`src/rtl/rot_stream_capture.sv`:
```
// rot_stream_capture: aligns to line markers, packs pixels into words and buffers them in a FIFO
module rot_stream_capture #(
  parameter int IMG_W = 512,
  parameter int IMG_H = 512,
  parameter int FIFO_DEPTH = 8,
  localparam int RW = $clog2(IMG_H),
  localparam int CW = $clog2(IMG_W),
  localparam int AW = $clog2(FIFO_DEPTH)
) (
  input  logic          clk,
  input  logic          rst_n,
  input  logic          capture_en,
  input  logic [7:0]    pix_in,
  input  logic          line_start,
  output logic [31:0]   m_data,
  output logic          m_valid,
  input  logic          m_ready,
  output logic          m_last,
  output logic          m_frame_end,
  output logic [RW-1:0] row,
  output logic [CW-1:0] col,
  output logic          busy,
  output logic          frame_complete,
  output logic          sync_err,
  output logic          ovf_err
);
  typedef enum logic [1:0] {IDLE, RUN, DRAIN, DONE} state_t;
  state_t state_q, state_d;
  logic sol_q;
  logic [RW-1:0] row_q, row_d;
  logic [CW-1:0] col_q, col_d;
  logic [2:0][7:0] pack_q, pack_d;
  logic sync_err_q, sync_err_d, ovf_err_q, ovf_err_d;
  logic [33:0] mem_q [FIFO_DEPTH];
  logic [AW:0] wp_q, rp_q, count;
  logic [33:0] head;
  logic col_end, row_end, start, run_ok, cap, push, pop, full, wr;
  assign col_end = col_q == CW'(IMG_W - 1);
  assign row_end = row_q == RW'(IMG_H - 1);
  assign start = state_q == IDLE && capture_en && sol_q;
  assign run_ok = state_q == RUN && capture_en && (sol_q == (col_q == '0));
  assign cap = start || run_ok;
  assign push = cap && col_q[1:0] == 2'd3;
  assign count = wp_q - rp_q;
  assign full = count == (AW + 1)'(FIFO_DEPTH);
  assign m_valid = count != '0;
  assign pop = m_valid && m_ready;
  assign wr = push && (!full || pop);
  assign head = mem_q[rp_q[AW-1:0]];
  assign m_data = m_valid ? head[31:0] : '0;
  assign m_last = m_valid && head[32];
  assign m_frame_end = m_valid && head[33];
  assign row = row_q;
  assign col = col_q;
  assign busy = state_q == RUN || state_q == DRAIN;
  assign frame_complete = state_q == DONE;
  assign sync_err = sync_err_q;
  assign ovf_err = ovf_err_q;
  // capture sequencing: a start cycle captures col 0 like any RUN cycle; any RUN cycle that fails framing or loses enable aborts
  always_comb begin
    state_d = state_q;
    row_d = row_q;
    col_d = col_q;
    pack_d = pack_q;
    sync_err_d = sync_err_q && !start;
    ovf_err_d = (ovf_err_q && !start) || (push && full && !pop);
    if (cap) begin
      if (col_q[1:0] != 2'd3) pack_d[col_q[1:0]] = pix_in;
      col_d = col_q + 1'b1;
      row_d = col_end ? row_q + 1'b1 : row_q;
      state_d = (push && col_end && row_end) ? DRAIN : RUN;
    end else if (state_q == RUN) begin
      state_d = IDLE;
      row_d = '0;
      col_d = '0;
      sync_err_d = sync_err_q || capture_en;
    end else if (state_q == DRAIN && !m_valid) begin
      state_d = DONE;
    end else if (state_q == DONE && !capture_en) begin
      state_d = IDLE;
    end
  end
  // control state, counters, flags and FIFO pointers
  always_ff @(posedge clk or negedge rst_n) begin
    if (!rst_n) begin
      state_q <= IDLE;
      sol_q <= 1'b0;
      row_q <= '0;
      col_q <= '0;
      pack_q <= '0;
      sync_err_q <= 1'b0;
      ovf_err_q <= 1'b0;
      wp_q <= '0;
      rp_q <= '0;
    end else begin
      state_q <= state_d;
      sol_q <= line_start;
      row_q <= row_d;
      col_q <= col_d;
      pack_q <= pack_d;
      sync_err_q <= sync_err_d;
      ovf_err_q <= ovf_err_d;
      if (wr) wp_q <= wp_q + 1'b1;
      if (pop) rp_q <= rp_q + 1'b1;
    end
  end
  // FIFO storage carries the line/frame flags next to each word
  always_ff @(posedge clk) begin
    if (wr) mem_q[wp_q[AW-1:0]] <= {col_end && row_end, col_end, pix_in, pack_q};
  end
endmodule

```
`config.mk`:
```
export PLATFORM = sky130hd
export DESIGN_NAME = rot_stream_capture
export DESIGN_NICKNAME = d
export VERILOG_FILES = /design/src/rtl/rot_stream_capture.sv
export SDC_FILE = /design/constraint.sdc
export NUM_CORES = 1
export LEC_CHECK = 0
export CORE_ASPECT_RATIO = 2
export CORE_MARGIN = 2
export CORE_UTILIZATION = 61
export CTS_CLUSTER_DIAMETER = 100
export DETAILED_ROUTE_END_ITERATION = 10
export GPL_TIMING_DRIVEN = 0
export PLACE_DENSITY = 0.92
export SYNTH_ARGS = -nofsm -noshare
export SYNTH_HDL_FRONTEND = slang
export SYNTH_SLANG_ARGS = --single-unit
```
`constraint.sdc`:
```
create_clock -name clk -period 15.1 [get_ports clk]
set_input_delay 4.53 -clock clk [delete_from_list [all_inputs] [get_ports clk]]
set_output_delay 4.53 -clock clk [all_outputs]
set_load 0.02 [all_outputs]
```
==> qor.yml <==
clocking:
  cts_resized: 0
  clock_path_buffers: 3
  numCtsBuffers: 26
  cts_tree: "done"
  htree_levels: 1
  root_buffer: "clkbuf_16"
  post_cts_buffers: 0
  cts_sinks: 327
  postCtsHoldBufs: 0
  clkTransAtPathRegs_ns: 0.08
  clock_latency_ns: 0.55
setup_path:
  worstSetupPathDepth: 11
  reg2reg_slack_ns: 9.85
  end_kind: "primary output"
  critPathRequiredTime_ns: 10.57
  worst-path-buf-inv: 6
  path_max_fanout: 10
  path_cells: "clkbuf_1 -> clkinv_1 -> clkbuf_1 -> ha_1 -> and3b_1 -> or3_1 -> a211oi_1 -> clkbuf_1 -> clkbuf_1 -> a21oi_1 -> clkdlybuf4s50_1"
  worst-endpoint-arrival_ns: 5.86
  worstReg2RegEnd: "mem_q[0][1]$_DFFE_PP_"
  cp_slowest_cell: "clkdlybuf4s50_1"
  critPathLaunch: "rp_q[2]$_DFFE_PN0P_"
  rr_startpoint: "rp_q[2]$_DFFE_PN0P_"
  critical-path-top-delay-family: "buffers and inverters"
  r2r_cells: 11
  critical_path_class: "register to primary output"
  crit_end: "m_data[27]"
  crit_top_cell: "clkbuf_1"
  startpoint_type: "register"
  cpPeakStageDelay_ns: 0.60
synthesis:
  yosys_warnings: 0
  synth_top_family_by_area: "multiplexers"
  ys_types: 46
  ys.flop_type: "edfxtp_1"
  async_flop_share_pct: 16.8
  synth_seq_area_share_pct: 73.4
  synth_edf_count: 272
  syn_nets: 749
  syn_area_per_cell_um2: 18.1
  syn_area_um2: 13000
  synth_fa_ha_area_share_pct: 1.54
  synth-xor-area-share_pct: 0.673
  yosys.area_share.simple_pct: 5.54
  synth_seq_cells: 327
  synth_cells: 720
  yosys-mux-area-fraction_pct: 14.2
  synth_compound_area_share_pct: 3.36
hold_path:
  hp-class: "register to register"
cells_and_area:
  multi_input_area_um2: 3330
  drive_above_1_share_pct: 21.4
  antenna_cells: 0
  fill_cells: 1120
  register_area_um2: 9540
  syn2layout_area_growth_pct: 18.3
  fin_nets: 880
timing:
  rsz0062_at_grt: "false"
  worst_pin_slew_ns: 1.16
  finalCritPeriodShare_pct: 68.8
  slew_violations: 0
  worst_slack_ns: 4.71
  finalSetupTns_ns: 0
  relSlewSlack_pct: 22.4
  setup_viol: 0
  final-hold-violation-count: 0
  period_minus_slack_ns: 10.39
  finalClockSkew_ns: 0.0199
  fmax_mhz: 96.3
global_route:
  grt_max_degree: 30
  track_usage_pct: 28.0
  grt_pass1_vias: 7789
  grt_pass1_wl_um: 45800
  grt-ovfl-total: 0
  antenna_found_initial: 0
placed_design:
  place_hpwl_um: 19200
  portBuffers: 69
  gp_congestion: 0.828
  pre_cts_slack_ns: 5.49
route:
  drtPass1Iterations: 5
  totalWireLength_um: 30600
  ant_nets: 0
  drtIter0Drc: 804
  route.detailed.drc: 0
  via_count: 7448
  via_per_inst: 6.53
  wire_per_inst_um: 26.8
die:
  die_h_um: 211
  core_um2: 20900
  placementRows: 75
  io_pins: 70
  start_util_pct: 62.2
  fp.dieArea_um2: 22600
  fp.dieW_um: 107
status:
  status: "finished clean"
pwr:
  power.leakage_nw: 5.35
  peakVddDrop_uv: 112
  pwr_density_cell_nw_per_um2: 194
job:
  cap_violations: 0
## state kept, by name (all words and copies together) (netlist names)
signal    flops
mem_q       272
pack_q       24
col           9
row           9
rp_q          4
wp_q          4
state_q       2
ovf_err       1
sol_q         1
sync_err      1
## power by group
| group | switching (W) | leakage, nW | total [W] | internal, W |
|---|---|---|---|---|
| clock | 0.000321 | 0.471 | 0.000786 | 0.000466 |
| sequential | 0.0000985 | 3.18 | 0.00121 | 0.00111 |
| combinational | 0.000556 | 1.69 | 0.000999 | 0.000442 |
## kinds of logic after synthesis
group | after synthesis
flip-flops | 327
AND/OR/NAND/NOR | 149
multiplexers | 96
AO/OA/AOI/OAI | 77
buffers and inverters | 45
adder cells (fa/ha/maj) | 16
XOR/XNOR | 10
## how the worst min path moves through the flow
stage / from / end / slack, ns / cells past startpoint
finish: sync_err$_DFF_PN0_ / sync_err$_DFF_PN0_ / 0.50 / 1
global route: wp_q[3]$_DFFE_PN0P_ / wp_q[3]$_DFFE_PN0P_ / 0.54 / 1
CTS: wp_q[3]$_DFFE_PN0P_ / wp_q[3]$_DFFE_PN0P_ / 0.50 / 1
detailed placement: sync_err$_DFF_PN0_ / sync_err$_DFF_PN0_ / 0.48 / 1
global placement: rp_q[3]$_DFFE_PN0P_ / rp_q[3]$_DFFE_PN0P_ / 0.47 / 1
floorplan: wp_q[3]$_DFFE_PN0P_ / wp_q[3]$_DFFE_PN0P_ / 0.46 / 1
## stage by stage
step                      util, %  hold WS [ns]  total power (W)  instances  area [um2]
after floorplan                 -         0.462          0.00181        720       13000
after global placement       67.1         0.474          0.00216       1058       14000
after detailed placement     68.8         0.478          0.00220       1092       14400
after CTS                    73.6         0.502          0.00299       1140       15400
after global routing         73.6         0.539          0.00309       1140       15400
final                        73.6         0.503          0.00299       1140       15400
## metal layers
metal	routed length, um	vias to the layer above	GRT usage, %
met5	0	-	0
met4	1660	0	17.1
met3	2340	101	3.68
met2	16200	463	47.0
met1	10400	3771	34.3
li1	-	3113	-
## layout by cell type, fill, tap and decap left out, types with 11 or more instances in the layout
master	instances
edfxtp_1	272
nand2_1	86
clkbuf_1	25
clkbuf_16	27
clkdlybuf4s50_1	68
ha_1	16
dfrtp_1	55
inv_1	11
a21oi_1	47
mux4_2	68
mux2_2	26
buf_6	11
nand3_1	13
buf_4	21
## layout make-up
cell class	instances	area share (%)
sequential	327	62.0
multi-input combinational	348	21.6
timing repair buffer	103	6.60
clock buffer	30	4.46
tap	269	2.19
clock inverter	18	1.97
buffer	33	0.854
inverter	12	0.293
## cell usage after synthesis, types with 2 or more instances
cell,count,share of area [%]
nor3_1,3,0.12
a31oi_1,4,0.19
clkbuf_1,22,0.63
nor4b_1,4,0.27
o21ai_0,10,0.38
buf_1,10,0.29
nand3_1,13,0.50
or4_1,4,0.23
and4_1,2,0.13
mux4_2,68,12
edfxtp_1,272,63
nand2b_1,3,0.14
nand2_1,86,2.5
ha_1,16,1.5
and3_1,6,0.29
nor4_1,3,0.14
or4_4,2,0.17
mux2_2,26,2.3
a22o_1,4,0.27
inv_1,11,0.32
dfrtp_1,55,11
xnor2_1,8,0.54
a21oi_1,47,1.8
o31ai_1,4,0.23
nand4_1,6,0.29
nor2_1,10,0.29
xor2_1,2,0.13
Power figures use the tool's default switching activity.
